<file path="config.mk">
export PLATFORM = sky130hd
export DESIGN_NAME = piso_serializer
export DESIGN_NICKNAME = d
export VERILOG_FILES = /design/src/rtl/piso_serializer.sv
export SDC_FILE = /design/constraint.sdc
export NUM_CORES = 1
export LEC_CHECK = 0
export BUFFER_PORTS_ARGS = -buffer_cell sky130_fd_sc_hd__buf_4
export CORE_MARGIN = 3
export CORE_UTILIZATION = 30
export DETAILED_ROUTE_END_ITERATION = 16
export SLEW_MARGIN = 10
export SYNTH_ARGS = -nofsm -noshare
export SYNTH_HDL_FRONTEND = slang
export SYNTH_SLANG_ARGS = --single-unit
</file>
<file path="constraint.sdc">
create_clock -name clk -period 2.5 [get_ports clk]
set_input_delay 0.5 -clock clk [delete_from_list [all_inputs] [get_ports clk]]
set_output_delay 0.5 -clock clk [all_outputs]
set_load 0.03 [all_outputs]
</file>
<file path="src/rtl/piso_serializer.sv">
// Parallel-in/serial-out serializer feeding a one-bit serial consumer.
// One word sits in the shifter and a second can wait in a hold register,
// so back-to-back words stream out with no idle gap between frames.
module piso_serializer #(
    parameter int unsigned WIDTH     = 8,
    parameter bit          MSB_FIRST = 1'b1,
    parameter bit          IDLE_BIT  = 1'b0
) (
    input  logic             clk,
    input  logic             reset,
    input  logic [WIDTH-1:0] in_data,
    input  logic             in_valid,
    output logic             in_ready,
    output logic             sout,
    output logic             sout_valid,
    output logic             frame_done,
    output logic             busy
);

    localparam int unsigned CntW = $clog2(WIDTH);
    localparam logic [CntW-1:0] LastCnt = CntW'(WIDTH - 1);

    typedef enum logic {
        StIdle,
        StShift
    } state_e;

    state_e           state_q, state_d;
    logic [WIDTH-1:0] shift_q, shift_d;
    logic [CntW-1:0]  cnt_q, cnt_d;
    logic [WIDTH-1:0] hold_q, hold_d;
    logic             hold_full_q, hold_full_d;
    logic             sout_q, sout_d;
    logic             sout_valid_q, sout_valid_d;
    logic             frame_done_q, frame_done_d;

    logic             accept;
    logic             load_en;
    logic [WIDTH-1:0] load_word;

    // Bit that leaves the word first, given the configured order.
    function automatic logic next_bit(input logic [WIDTH-1:0] w);
        return MSB_FIRST ? w[WIDTH-1] : w[0];
    endfunction

    // Word with its outgoing bit consumed.
    function automatic logic [WIDTH-1:0] shift_once(input logic [WIDTH-1:0] w);
        return MSB_FIRST ? {w[WIDTH-2:0], 1'b0} : {1'b0, w[WIDTH-1:1]};
    endfunction

    assign in_ready = !hold_full_q && !reset;
    assign accept   = in_valid && in_ready;
    assign busy     = (state_q != StIdle) || hold_full_q;

    assign sout       = sout_q;
    assign sout_valid = sout_valid_q;
    assign frame_done = frame_done_q;

    // Next-state: route accepted words, advance the shifter, refill at frame end.
    always_comb begin
        state_d      = state_q;
        shift_d      = shift_q;
        cnt_d        = cnt_q;
        hold_d       = hold_q;
        hold_full_d  = hold_full_q;
        sout_d       = sout_q;
        sout_valid_d = sout_valid_q;
        frame_done_d = 1'b0;
        load_en      = 1'b0;
        load_word    = in_data;

        unique case (state_q)
            StIdle: begin
                sout_d       = IDLE_BIT;
                sout_valid_d = 1'b0;
                if (accept) begin
                    load_en = 1'b1;
                end
            end
            StShift: begin
                if (cnt_q == LastCnt) begin
                    // Last bit on the line: refill from hold first, else take a
                    // fresh word directly, else drop back to idle.
                    if (hold_full_q) begin
                        load_en     = 1'b1;
                        load_word   = hold_q;
                        hold_full_d = 1'b0;
                    end else if (accept) begin
                        load_en = 1'b1;
                    end else begin
                        state_d      = StIdle;
                        sout_d       = IDLE_BIT;
                        sout_valid_d = 1'b0;
                    end
                end else begin
                    cnt_d        = cnt_q + 1'b1;
                    sout_d       = next_bit(shift_q);
                    shift_d      = shift_once(shift_q);
                    frame_done_d = (cnt_d == LastCnt);
                    if (accept) begin
                        hold_d      = in_data;
                        hold_full_d = 1'b1;
                    end
                end
            end
            default: begin
                state_d = StIdle;
            end
        endcase

        // First bit of a newly loaded word goes out in the very next cycle.
        if (load_en) begin
            state_d      = StShift;
            cnt_d        = '0;
            sout_d       = next_bit(load_word);
            shift_d      = shift_once(load_word);
            sout_valid_d = 1'b1;
        end
    end

    // State and registered outputs with synchronous reset.
    always_ff @(posedge clk) begin
        if (reset) begin
            state_q      <= StIdle;
            shift_q      <= '0;
            cnt_q        <= '0;
            hold_q       <= '0;
            hold_full_q  <= 1'b0;
            sout_q       <= IDLE_BIT;
            sout_valid_q <= 1'b0;
            frame_done_q <= 1'b0;
        end else begin
            state_q      <= state_d;
            shift_q      <= shift_d;
            cnt_q        <= cnt_d;
            hold_q       <= hold_d;
            hold_full_q  <= hold_full_d;
            sout_q       <= sout_d;
            sout_valid_q <= sout_valid_d;
            frame_done_q <= frame_done_d;
        end
    end

endmodule
</file>
**Yosys cells after proc, flatten, opt, wreduce, memory -nomap -nowiden**

Index checks and enable logic that the tools add are counted.

- Register bits after elaboration: 23
- Bits of input ports: 11
- Output and inout port bits: 5
- Logic and storage cells: 57

- Add/sub/neg operators: 1
- Equal/unequal tests: 8
- Multiplexer cells: 23
- Bitwise logic cells: 2
- Reduce and logical (&&, ||, !) cells: 15

Operators with widths:

| operator | count |
|---|---|
| 2-to-1 mux 8 bit | 6 |
| 2-to-1 mux 1 bit | 14 |
| != test 4 bit, second input constant | 2 |
| AND reduction 2 bit | 4 |
| equality test 3 bit, second input constant | 2 |
| != test 3 x 2 -> 1 bit, second input constant | 2 |
| one-hot mux 1 bit (2 select lines) | 3 |
| AND reduction 3 bit | 2 |
| nonzero test 2 bit | 2 |
| adder 3 x 1 -> 3 bit, second input constant | 1 |
| != test 3 x 1 -> 1 bit, second input constant | 1 |
| OR reduction 3 bit | 1 |
| logical AND 1 bit | 2 |
| logical NOT 1 bit | 2 |
| != test 2 bit, second input constant | 1 |
| NOT 1 bit | 2 |
| OR reduction 2 bit | 1 |
| logical OR 1 bit | 1 |

**Logic depth before layout (Yosys ltp)**

- Word-level depth: 9
- Depth in mapped cells: 8

**Worst setup path after synthesis**

OpenSTA, ideal clock, no wires.

- Path kind: flip-flop to flip-flop
- Start: reg cnt_q[0]
- End: reg hold_q[0]
- Setup time: 0.132 ns
- Arrival: 1.662 ns
- Data required time: 2.368 ns
- Setup slack: 0.705 ns
- Stages on the path, launching flop included: 8
- Period minus slack after synthesis: 1.795 ns
- Path through: dfxtp_1 ha_1 ha_1 buf_6 or4b_1 clkbuf_1 o21ai_1 a21oi_1

- Cells in the longest elaborated chain, start to end: 3

RTL lines:

| item | line | source |
|---|---|---|
| start, declared | 30 | `logic [CntW-1:0] cnt_q, cnt_d;` |
| start signal, assigned | 135 | `cnt_q <= cnt_d;` |
| equality test 3 bit | 81 | `if (cnt_q == LastCnt) begin` |
| NOT 1 bit (no source line) | - |  |
| AND reduction 3 bit (no source line) | - |  |
| end signal, assigned | 136 | `hold_q <= hold_d;` |
| end, declared | 31 | `logic [WIDTH-1:0] hold_q, hold_d;` |

Every way passes these cells.
A chain may end at the register's enable or synchronous reset.

**Final worst setup path**

- Start: reg cnt_q[0]
- End: reg shift_q[5]

- Cells in the longest elaborated chain, start to end: 5
- Elaborated cells on any way between the ends: 9
- Classes of those cells: 2 x eq/ne; 5 x mux; 2 x reduce/logical

RTL lines:

| item | line | source |
|---|---|---|
| equality test 3 bit * | 81 |  |
| 2-to-1 mux 1 bit | 81 |  |
| one-hot mux 1 bit (2 select lines) | 72 | `unique case (state_q)` |
| != test 2 bit (no source line) / nonzero test 2 bit (equally long branches) | - |  |
| AND reduction 2 bit (no source line) | - |  |
| end signal, assigned | 134 | `shift_q <= shift_d;` |
| end, declared | 29 | `logic [WIDTH-1:0] shift_q, shift_d;` |

Every way passes the cells marked *; elsewhere a longest branch is shown, timed or not.

==> impl_summary.md <==
Floorplanning
The core outline area is 3442 um2. The overall die height is 66.89 um. The row count is 21. 16 I/O pins were placed. The initial core utilization is 32.32%. The full die area is 4474 um2. The floorplan die width is 66.89 um.

Setup path
For this design, the slowest cell found on the critical path is sky130_fd_sc_hd__ha_1. STA classifies the critical path endpoint as a flop. The family with the most delay on the worst path is adder cells. The number of cells on the worst reg-to-reg path is 5. The critical path ends at shift_q[5].

Walking the worst path, the cells encountered are ha_1 > ha_1 > nand3_2 > mux2_2 > o32a_1. The most used cell along the critical path is sky130_fd_sc_hd__ha_1. The destination of the worst register-to-register timing path is shift_q[5]. The class of the most critical setup path is reg -> reg. The sort of element at the start of the critical path is a flop. The critical path buffer and inverter count is 0. Tracing the worst setup path back leads to its startpoint at cnt_q[0]. In this run the number of cells on the critical path is 5. Data arrives at the worst endpoint at 2.20 ns. The longest individual stage delay on the worst path is 0.41 ns. The data required time of the critical path is 2.66 ns. The worst flop-to-flop path startpoint is cnt_q[0].

Setup slack on the worst reg-to-reg path comes out at 0.46 ns. In this run the worst path has a maximum fanout of 10.

Place
The global placement routability congestion is 0.7025. The HPWL after detailed placement is 1.734 mm. The number of instances in the placed design is 178. Buffers placed on the I/O ports in this run total 15.

Hold path
The tightest min-delay check is of the reg -> reg type.

Route
The number of nets still failing antenna checks after routing is 0. The number of iterations in the first detailed-routing pass is 4. The average via count per standard cell is 4.967. The detailed router placed 904 vias in this run. The detailed-route wire length is 2.344 mm. After detailed routing, the number of remaining DRC violations is 0. After detailed routing, the average wire length per cell comes to 12.88 um. The violation count after the first detailed-routing iteration is 15.

Finish
The library cells used most frequently in the layout, excluding fill and tap cells, are 23 x sky130_fd_sc_hd__dfxtp_1, 17 x sky130_fd_sc_hd__buf_4, 10 x sky130_fd_sc_hd__inv_1, 10 x sky130_fd_sc_hd__a21oi_1, 9 x sky130_fd_sc_hd__o21ai_1. Of the cells placed in the final design, the portion with a size suffix greater than 1 is 19.85%. The most common cell after layout, fill and taps aside is sky130_fd_sc_hd__dfxtp_1. The finished layout holds 182 standard cells, fillers aside.

The net total in the final layout is 151. The synthesis-to-layout area growth is 16.09%. The number of antenna diodes in the final layout is 0.

Global routing
The initial antenna violation count was 0. Global routing used 11.80% of the available tracks across all layers. The first-pass GRT wire length is 3.995 mm.

The number of global-route vias before repair is 835. The maximum number of pins on one net before global-route repair is 19. The total congestion overflow is 0.

STA
The number of endpoints failing setup at the final stage is 0. The final max-slew violation count is 0. For the pin with the worst max-slew slack, the measured transition is 0.5034 ns. Based on the critical path, the design can be clocked at up to 491.2 MHz. The worst relative slew slack is 66.29%.

Setup repair after global routing left no endpoint under its margin. The post-route fraction of the period consumed by the critical path is 81.44%. The sum of negative setup slack is 0 ns.

The final critical-path required period is 2.036 ns. Across the routed clock network, the largest skew measured is 0.008961 ns. The tightest hold margin is 0.4717 ns.

The number of failing hold endpoints at the final stage is 0.

Yosys
The number of standard cells after synthesis is 124. The number of nets handed over by synthesis was 138. The Yosys step of the flow raised 0 warnings. In this run the cell area of the synthesized design comes to 1112 um2. The share of Yosys cell area claimed by the top area cell type is 41.39%.

In the post-synthesis netlist, the biggest area contributors are sky130_fd_sc_hd__dfxtp_1 41%, sky130_fd_sc_hd__mux2i_1 7.2%, sky130_fd_sc_hd__a21oi_1 4.5%. The synthesized flop and latch total is 23. Each instance of the synthesized netlist takes up on average 8.970 um2. The register area share after synthesis is 41.39%.

The largest area contributor in the synthesized netlist is sky130_fd_sc_hd__dfxtp_1. The number of different library cells in the post-synthesis netlist is 34.

Status
The run finished with clean final reports.

Clock network
TritonCTS built the clock tree. Once the clock tree was built, the resizer swapped 0 gates to a different size. The H-tree depth reported by CTS is 1.

The number of clock sinks seen by CTS is 23. In this run, post-CTS hold repair placed 0 buffers. The root buffer cell chosen for the clock tree is sky130_fd_sc_hd__clkbuf_8. Clock-pin slew was measured on the worst setup and hold paths at 0.09 ns. The number of clock buffers inserted by TritonCTS is 3.

The number of setup buffers added after CTS is 0. The insertion delay to the later sink of the worst-skew pair is 0.27 ns. The clock passes through at most 2 buffers.

Pwr
The peak supply drop is 0.1654 mV. The completed layout was analyzed and its total power is 0.7598 mW. The leakage component of the power is 0.5430 nW. For this design the ratio of total power to cell area is 588.5 nW/um2.

Flow run
The number of max-cap violations is 0.
## worst reg2reg max path, cell delays in order (launching register included)
cell and delay [ns]:
sky130_fd_sc_hd__dfxtp_1 0.37, sky130_fd_sc_hd__ha_1 0.16, sky130_fd_sc_hd__ha_1 0.41, sky130_fd_sc_hd__nand3_2 0.35, sky130_fd_sc_hd__mux2_2 0.37, sky130_fd_sc_hd__o32a_1 0.27
## worst min-delay path by stage
stage / slack (ns) / startpoint / endpoint / cells past startpoint
4_1_cts: 0.48 / shift_q[7] / sout / 2
5_1_grt: 0.50 / shift_q[7] / sout / 2
3_3_place_gp: 0.45 / shift_q[1] / shift_q[2] / 2
3_5_place_dp: 0.46 / shift_q[1] / shift_q[2] / 2
6_report: 0.47 / shift_q[7] / sout / 2
2_1_floorplan: 0.43 / shift_q[7] / sout / 2
## through the flow
| step | setup WS, ns | area, um2 | util, % |
|---|---|---|---|
| floorplan | 0.7054 | 1112 | - |
| global placement | 0.5629 | 1245 | 36.17 |
| global route | 0.3198 | 1291 | 37.51 |
| CTS | 0.4661 | 1291 | 37.51 |
| finish | 0.4640 | 1291 | 37.51 |
| detailed placement | 0.4939 | 1245 | 36.17 |
## sequential cells by signal, summed over array words and instances, names as in the netlist
register	count
cnt_q	3
sout	1
shift_q	7
frame_done	1
hold_q	8
state_q	1
hold_full_q	1
sout_valid	1
## cells in the mapped netlist, drive strengths merged
master and count:
nand3 9, o22ai 1, o21ai 9, inv 10, nor2b 3, a2111oi 1
and3 1, nand2 6, o2111a 1, dfxtp 23, a21oi 10, o21a 1
or2 2, buf 5, xnor2 1, a211oi 2, o32a 1, mux2 1
nor3b 3, o211ai 1, o221ai 5, clkbuf 4, nor4b 1, mux2i 8
ha 3, nand2b 1, o31ai 1, nor2 6, or4b 1, nor3 2
or4 1
## where the power goes
group	total (mW)	internal, mW	leakage (nW)	switching [mW]
Clock	0.240	0.112	0.0255	0.129
Combinational	0.115	0.0515	0.330	0.0638
Sequential	0.404	0.387	0.188	0.0169
Total	0.760	0.550	0.543	0.209
## logic make-up (layout without fill, tap and decap cells)
logic type,count (synthesis),after routing,synth area share [%]
AND/OR/NAND/NOR,36,36,19.01
AO/OA/AOI/OAI,33,33,19.12
flip-flops,23,23,41.39
buffers and inverters,19,31,8.098
multiplexers,9,9,8.212
adder cells (fa/ha/maj),3,3,3.375
XOR/XNOR,1,1,0.7875
## cell type report
cell class,count,area (um2)
inverter,10,37.54
clock buffer,3,41.29
fill,352,2151
timing repair buffer,17,127.6
tap,46,57.56
multi-input combinational,82,561.8
sequential,23,460.4
clock inverter,1,5.005
## per-layer routing
| metal | up-vias | share of wire, % | global-route usage (%) | routed length, um |
|---|---|---|---|---|
| li1 | 466 | - | - | - |
| met1 | 413 | 49 | 15.81 | 1152 |
| met2 | 21 | 45 | 17.82 | 1056 |
| met3 | 4 | 3.7 | 2.192 | 86 |
| met4 | 0 | 2.0 | 6.076 | 48 |
| met5 | - | 0 | 0 | 0 |
No activity file was read; power rests on OpenSTA's default activity.
